$ cat src/rtl/z80_bus_arbiter_if.sv
// z80_bus_arbiter_if: request/grant lines between the Z80 bus arbiter,
// the external bus masters and the T80 core's BUSRQ_n/BUSAK_n pair.
// The arbiter connects through the master modport; the masters and the
// core model connect through the slave modport.
interface z80_bus_arbiter_if #(
    parameter int N_REQ = 2
);
    logic [N_REQ-1:0] REQ;
    logic [N_REQ-1:0] GNT;
    logic [N_REQ-1:0] REVOKED;
    logic             BUSRQ_n;
    logic             BUSAK_n;
    logic             BUS_OWNED;

    modport master (
        input  REQ,
        input  BUSAK_n,
        output GNT,
        output BUSRQ_n,
        output BUS_OWNED,
        output REVOKED
    );

    modport slave (
        output REQ,
        output BUSAK_n,
        input  GNT,
        input  BUSRQ_n,
        input  BUS_OWNED,
        input  REVOKED
    );
endinterface

$ cat src/rtl/z80_bus_arbiter.sv
// z80_bus_arbiter: shares the Z80 external bus between the T80 core and
// N_REQ bus masters. Requests BUSRQ_n from the core, waits for BUSAK_n,
// then grants one master at a time in round-robin order. Every grant is
// followed by a CPU window of CPU_GAP cycles so the core keeps running.
// Optional feature: define Z80_BUS_ARB_TIMEOUT_EN to revoke grants held
// longer than HOLD_MAX cycles and mask the offender until it drops REQ.
module z80_bus_arbiter #(
    parameter int N_REQ    = 2,
    parameter int CPU_GAP  = 4,
    parameter int HOLD_MAX = 64
) (
    input  logic               CLK_n,
    input  logic               RESET,
    z80_bus_arbiter_if.master  bus
);
    localparam int IDX_W = (N_REQ > 1) ? $clog2(N_REQ) : 1;

    // Reject parameter values outside the supported ranges at elaboration.
    if (N_REQ < 1 || N_REQ > 8) begin : g_bad_n_req
        $error("z80_bus_arbiter: N_REQ must be 1..8");
    end
    if (CPU_GAP < 1 || CPU_GAP > 255) begin : g_bad_cpu_gap
        $error("z80_bus_arbiter: CPU_GAP must be 1..255");
    end
    if (HOLD_MAX < 1 || HOLD_MAX > 65535) begin : g_bad_hold_max
        $error("z80_bus_arbiter: HOLD_MAX must be 1..65535");
    end

    typedef enum logic [2:0] {
        IDLE,
        ACQUIRE,
        GRANT,
        RELEASE,
        GAP
    } state_t;

    state_t           state, state_nxt;
    logic [N_REQ-1:0] gnt, gnt_nxt;
    logic             busrq_n, busrq_n_nxt;
    logic [IDX_W-1:0] last_gnt, last_gnt_nxt;
    logic [IDX_W-1:0] winner, winner_nxt;
    logic [7:0]       gap_cnt, gap_cnt_nxt;
    logic [IDX_W-1:0] rr_pick;
    logic             rr_found;
    logic [N_REQ-1:0] elig_req;
    logic [N_REQ-1:0] winner_oh;
    logic             winner_req;

`ifdef Z80_BUS_ARB_TIMEOUT_EN
    logic [15:0]      hold_cnt, hold_cnt_nxt;
    logic [N_REQ-1:0] mask, mask_nxt;
    logic [N_REQ-1:0] revoked, revoked_nxt;

    assign elig_req = bus.REQ & ~mask;
`else
    assign elig_req = bus.REQ;
`endif

    assign winner_oh  = N_REQ'(1) << winner;
    assign winner_req = bus.REQ[winner];

    // Round-robin search: first eligible requester above last_gnt, wrapping.
    always_comb begin : rr_select
        int unsigned      sum;
        logic [IDX_W-1:0] cand;
        rr_found = 1'b0;
        rr_pick  = '0;
        sum      = 0;
        cand     = '0;
        for (int k = 1; k <= N_REQ; k++) begin
            sum  = (int'(last_gnt) + k) % N_REQ;
            cand = IDX_W'(sum);
            if (!rr_found && elig_req[cand]) begin
                rr_found = 1'b1;
                rr_pick  = cand;
            end
        end
    end

    // Next-state and next-output logic for the bus handover sequence.
    always_comb begin
        state_nxt    = state;
        gnt_nxt      = gnt;
        busrq_n_nxt  = busrq_n;
        last_gnt_nxt = last_gnt;
        winner_nxt   = winner;
        gap_cnt_nxt  = gap_cnt;
`ifdef Z80_BUS_ARB_TIMEOUT_EN
        hold_cnt_nxt = '0;
        revoked_nxt  = '0;
        mask_nxt     = mask & bus.REQ;
`endif
        case (state)
            IDLE: begin
                busrq_n_nxt = 1'b1;
                if (rr_found && gap_cnt == 8'd0) begin
                    winner_nxt  = rr_pick;
                    busrq_n_nxt = 1'b0;
                    state_nxt   = ACQUIRE;
                end
            end
            ACQUIRE: begin
                busrq_n_nxt = 1'b0;
                if (!winner_req) begin
                    busrq_n_nxt = 1'b1;
                    state_nxt   = RELEASE;
                end else if (!bus.BUSAK_n) begin
                    gnt_nxt   = winner_oh;
                    state_nxt = GRANT;
                end
            end
            GRANT: begin
                busrq_n_nxt = 1'b0;
`ifdef Z80_BUS_ARB_TIMEOUT_EN
                hold_cnt_nxt = (hold_cnt == 16'hFFFF) ? hold_cnt : hold_cnt + 16'd1;
`endif
                if (!winner_req || bus.BUSAK_n) begin
                    gnt_nxt      = '0;
                    busrq_n_nxt  = 1'b1;
                    last_gnt_nxt = winner;
                    state_nxt    = RELEASE;
                end
`ifdef Z80_BUS_ARB_TIMEOUT_EN
                else if (hold_cnt == 16'(HOLD_MAX - 1)) begin
                    gnt_nxt      = '0;
                    busrq_n_nxt  = 1'b1;
                    last_gnt_nxt = winner;
                    revoked_nxt  = winner_oh;
                    mask_nxt     = (mask & bus.REQ) | winner_oh;
                    state_nxt    = RELEASE;
                end
`endif
            end
            RELEASE: begin
                busrq_n_nxt = 1'b1;
                gnt_nxt     = '0;
                if (bus.BUSAK_n) begin
                    gap_cnt_nxt = 8'(CPU_GAP);
                    state_nxt   = GAP;
                end
            end
            GAP: begin
                busrq_n_nxt = 1'b1;
                if (gap_cnt <= 8'd1) begin
                    gap_cnt_nxt = 8'd0;
                    state_nxt   = IDLE;
                end else begin
                    gap_cnt_nxt = gap_cnt - 8'd1;
                end
            end
            default: begin
                gnt_nxt     = '0;
                busrq_n_nxt = 1'b1;
                state_nxt   = IDLE;
            end
        endcase
    end

    // State and registered outputs; reset wins in any state.
    always_ff @(posedge CLK_n) begin
        if (RESET) begin
            state    <= IDLE;
            gnt      <= '0;
            busrq_n  <= 1'b1;
            last_gnt <= IDX_W'(N_REQ - 1);
            winner   <= '0;
            gap_cnt  <= '0;
`ifdef Z80_BUS_ARB_TIMEOUT_EN
            hold_cnt <= '0;
            mask     <= '0;
            revoked  <= '0;
`endif
        end else begin
            state    <= state_nxt;
            gnt      <= gnt_nxt;
            busrq_n  <= busrq_n_nxt;
            last_gnt <= last_gnt_nxt;
            winner   <= winner_nxt;
            gap_cnt  <= gap_cnt_nxt;
`ifdef Z80_BUS_ARB_TIMEOUT_EN
            hold_cnt <= hold_cnt_nxt;
            mask     <= mask_nxt;
            revoked  <= revoked_nxt;
`endif
        end
    end

    assign bus.GNT       = gnt;
    assign bus.BUSRQ_n   = busrq_n;
    assign bus.BUS_OWNED = |gnt;
`ifdef Z80_BUS_ARB_TIMEOUT_EN
    assign bus.REVOKED   = revoked;
`else
    assign bus.REVOKED   = '0;
`endif
endmodule

$ cat src/flat_wrapper.sv
// flat-port wrapper written by rule: the top's interface ports become plain ports
module z80_bus_arbiter_flat 
#(
    parameter int N_REQ    = 2,
    parameter int CPU_GAP  = 4,
    parameter int HOLD_MAX = 64
)
  (CLK_n, RESET, bus_REQ, bus_BUSAK_n, bus_GNT, bus_BUSRQ_n, bus_BUS_OWNED, bus_REVOKED);
  z80_bus_arbiter_if #(.N_REQ(N_REQ)) bus_i ();
  input  logic CLK_n;
  input  logic RESET;
  input wire logic [$bits(bus_i.REQ)-1:0] bus_REQ;
  input wire logic [$bits(bus_i.BUSAK_n)-1:0] bus_BUSAK_n;
  output wire logic [$bits(bus_i.GNT)-1:0] bus_GNT;
  output wire logic [$bits(bus_i.BUSRQ_n)-1:0] bus_BUSRQ_n;
  output wire logic [$bits(bus_i.BUS_OWNED)-1:0] bus_BUS_OWNED;
  output wire logic [$bits(bus_i.REVOKED)-1:0] bus_REVOKED;
  assign bus_i.REQ = bus_REQ;
  assign bus_i.BUSAK_n = bus_BUSAK_n;
  assign bus_GNT = bus_i.GNT;
  assign bus_BUSRQ_n = bus_i.BUSRQ_n;
  assign bus_BUS_OWNED = bus_i.BUS_OWNED;
  assign bus_REVOKED = bus_i.REVOKED;
  z80_bus_arbiter #(.N_REQ(N_REQ), .CPU_GAP(CPU_GAP), .HOLD_MAX(HOLD_MAX)) u_core (.CLK_n(CLK_n), .RESET(RESET), .bus(bus_i));
endmodule
$ cat config.mk
export PLATFORM = sky130hd
export DESIGN_NAME = z80_bus_arbiter_flat
export DESIGN_NICKNAME = d
export VERILOG_FILES = /design/src/rtl/z80_bus_arbiter_if.sv /design/src/rtl/z80_bus_arbiter.sv /design/src/flat_wrapper.sv
export SDC_FILE = /design/constraint.sdc
export NUM_CORES = 1
export LEC_CHECK = 0
export ABC_AREA = 1
export CAP_MARGIN = 20
export CORE_MARGIN = 4
export CORE_UTILIZATION = 55
export DETAILED_ROUTE_END_ITERATION = 10
export PLACE_DENSITY_LB_ADDON = 0.05
export SLEW_MARGIN = 20
export SYNTH_ARGS = -nofsm -noshare
export SYNTH_HDL_FRONTEND = slang
export SYNTH_SLANG_ARGS = --single-unit
$ cat constraint.sdc
create_clock -name CLK_n -period 2.33 [get_ports CLK_n]
set_clock_uncertainty 0.2 [all_clocks]
set_input_delay 0.466 -clock CLK_n [delete_from_list [all_inputs] [get_ports CLK_n]]
set_output_delay 0.466 -clock CLK_n [all_outputs]
set_load 0.02 [all_outputs]
==> impl_metrics.env <==
export IMPL_finalPower_mw=1.27
export IMPL_htreeDepth=1
export IMPL_hpwlAfterDp_um=1620
export IMPL_drv_slew=0
export IMPL_fin_util_pct=67.5
export IMPL_crit_path_end_kind="output pin"
export IMPL_ios=11
export IMPL_slowest_stage="clkdlybuf4s50_1"
export IMPL_postSynthCellCount=146
export IMPL_cts_buffers=3
export IMPL_area_delta_synth_final_pct=12.8
export IMPL_fill_cells=161
export IMPL_yosysTopAreaCell="dfxtp_1"
export IMPL_detail_route_wl_per_cell_um=11.5
export IMPL_crit_path_start_kind="flip-flop"
export IMPL_cts_tree="built"
export IMPL_avgSynthCellArea_um2=7.31
export IMPL_status="finished, final reports clean"
export IMPL_powerDensity_mw_per_mm2=1060
export IMPL_overflow=0
export IMPL_dieArea_mm2=0.00271
export IMPL_place_area_mm2=0.00117
export IMPL_yosys_warnings=0
export IMPL_clockBufferDepth=2
export IMPL_grt_pass1_wl_um=3720
export IMPL_synth_edf_count=0
export IMPL_die_y_um=52.1
export IMPL_ant_nets=0
export IMPL_ys_flop_type="dfxtp_1"
export IMPL_grt_pass1_vias=867
export IMPL_antennaDiodeCount=0
export IMPL_antenna_found_initial=0
export IMPL_cts_sinks=16
export IMPL_grt_use_met3_pct=3.44
export IMPL_fmax_ghz=0.475
export IMPL_portBuffers=8
export IMPL_fin_crit_ns=2.11
export IMPL_routed_wirelength_um=2090
export IMPL_maxCapViolCount=0
export IMPL_finalSetupViolations=0
export IMPL_ctsResizeCount=0
export IMPL_synth_area_mm2=0.00107
export IMPL_finalHoldViolCount=0
export IMPL_synth_area_leaders="dfxtp_1 30%, nand2_1 8.8%, inv_1 6.3%, nor2_4 6.3%, a21oi_1 5.6%"
export IMPL_busiest_layer="met2"
export IMPL_path_clk_slew_ns=0.10
export IMPL_drc=0
export IMPL_initial_core_util_pct=59.9
export IMPL_critPathKind="flip-flop to output pin"
export IMPL_cts_setup_buffers=0
export IMPL_synth_seq_cells=16
export IMPL_drive_gt1_share_pct=24.8
export IMPL_fp_row_count=15
export IMPL_rsz0062_at_grt="false"
export IMPL_clk_latency_ns=0.28
export IMPL_num_vias=939
export IMPL_worstPathRequired_ns=1.66
export IMPL_grt_max_degree=10
export IMPL_hold_buffers=0
export IMPL_async_flop_share_pct=0
export IMPL_yosysUniqueCellTypes=34
export IMPL_postLayoutCellArea_mm2=0.00120
export IMPL_track_usage_pct=18.3
export IMPL_root_buffer="clkbuf_4"
export IMPL_critPathMaxFanout=3
export IMPL_ys_seq_area_share_pct=30.0
export IMPL_drt_pre_antenna_iters=5
export IMPL_core_mm2=0.00178
export IMPL_path_cells="or2_2, clkdlybuf4s50_1"
export IMPL_met2_usage_pct=27.0
export IMPL_ir_drop_mv=0.750
export IMPL_nets=166
export IMPL_fin_crit_sh_pct=90.4
export IMPL_post_synth_top_count_cell="nand2_1"
export IMPL_tns_ns=0
export IMPL_arrival_ns=1.44
export IMPL_synth_top_area_share_pct=30.0
export IMPL_ys_top_cells_by_count="25 x nand2_1, 18 x inv_1, 16 x dfxtp_1, 14 x nor2_1, 12 x a21oi_1"
export IMPL_gp_congestion=0.854
export IMPL_p_leak_nw=0.521
export IMPL_die_w_um=52.1
export IMPL_hold_path_class="flip-flop to flip-flop"
export IMPL_use_met1_pct=26.3
export IMPL_post_drt_via_cell_ratio=5.16
export IMPL_first_iter_violations=23
export IMPL_critical_path_max_stage_delay_ns=0.53
[metal layers]
| layer | vias up | wire [µm] |
|---|---|---|
| met4 | 0 | 22 |
| met5 | - | 0 |
| met2 | 34 | 912 |
| met3 | 5 | 136 |
| li1 | 486 | - |
| met1 | 414 | 1020 |
[final cells by class]
cell class              instances  area, µm²  area share, %
multi-input cells             107        653           54.3
flip-flops and latches         16        320           26.6
inverters                      22       82.6           6.86
repair buffers                  8       80.1           6.65
clock buffers                   4       36.3           3.01
well taps                      25       31.3           2.60
[stage by stage]
stage	instances	hold slack, ns	setup WS (ns)
after floorplan	147	0.241	0.714
after detailed placement	178	0.275	0.299
after global routing	182	0.328	0.166
after CTS	182	0.291	0.200
final	182	0.291	0.223
after global placement	178	0.265	0.350
[placed cells by master (no fill, tap or decap)]
| cell type | synthesis | routed |
|---|---|---|
| o21ai_1 | 2 | 2 |
| nor3_4 | 1 | 1 |
| nor3b_1 | 1 | 1 |
| inv_1 | 18 | 18 |
| and3_1 | 1 | 1 |
| nand2_2 | 7 | 7 |
| clkbuf_4 | 0 | 3 |
| conb_1 | 1 | 2 |
| xnor2_1 | 1 | 1 |
| inv_2 | 4 | 4 |
| o31ai_1 | 1 | 1 |
| o21ai_2 | 1 | 1 |
| a21oi_2 | 1 | 1 |
| a21oi_4 | 1 | 1 |
| o211ai_1 | 1 | 1 |
| nor2_2 | 5 | 5 |
| nand2_4 | 1 | 1 |
| dfxtp_1 | 16 | 16 |
| a21boi_0 | 1 | 1 |
| nor2_4 | 6 | 6 |
| nor2_1 | 14 | 14 |
| clkbuf_8 | 0 | 1 |
| ha_1 | 3 | 3 |
| nand2_1 | 25 | 25 |
| o21ai_0 | 4 | 4 |
| o22ai_1 | 2 | 2 |
| clkdlybuf4s50_1 | 0 | 8 |
| or2_2 | 2 | 2 |
| o21bai_1 | 1 | 1 |
| nor3_1 | 2 | 2 |
| nand4_1 | 1 | 1 |
| nand3_1 | 1 | 1 |
| o2111ai_1 | 1 | 1 |
| nor3_2 | 2 | 2 |
| a21oi_1 | 12 | 12 |
| nand3_2 | 4 | 4 |
[worst paths after layout]
check / startpoint / endpoint / slack [ns] / cells past startpoint
setup / recovery: u_core.bus.GNT[1] / bus_BUS_OWNED / 0.22 / 2
hold / removal: u_core.last_gnt / u_core.last_gnt / 0.29 / 2
setup reg to reg: u_core.gap_cnt[0] / u_core.state[1] / 0.52 / 10
hold reg to reg: u_core.last_gnt / u_core.last_gnt / 0.29 / 2
[power by group]
group | internal, mW | switching, mW
clock | 0.0951 | 0.0912
combinational | 0.283 | 0.409
sequential | 0.335 | 0.0603
total | 0.713 | 0.561
[cell families after synthesis]
kind of cell	Yosys count	share of synthesized area, %
compound gates	28	16.4
xor+xnor	1	0.821
fa+ha+maj	3	3.52
buf+inv	24	9.14
flops	16	30.0
other cells	1	0.351
simple gates	73	39.7
[critical path, delay by kind of cell (launching register included)]
kind,cells,cell delay (ns)
buf+inv,1,0.53
flops,1,0.33
simple gates,1,0.29
[flip-flops by register name, indices dropped and copies added, names as in the netlist]
register,count
u_core.bus.BUSRQ_n,1
u_core.bus.GNT,2
u_core.gap_cnt,8
u_core.last_gnt,1
u_core.state,3
u_core.winner,1
No activity file was read; power rests on OpenSTA's default activity.
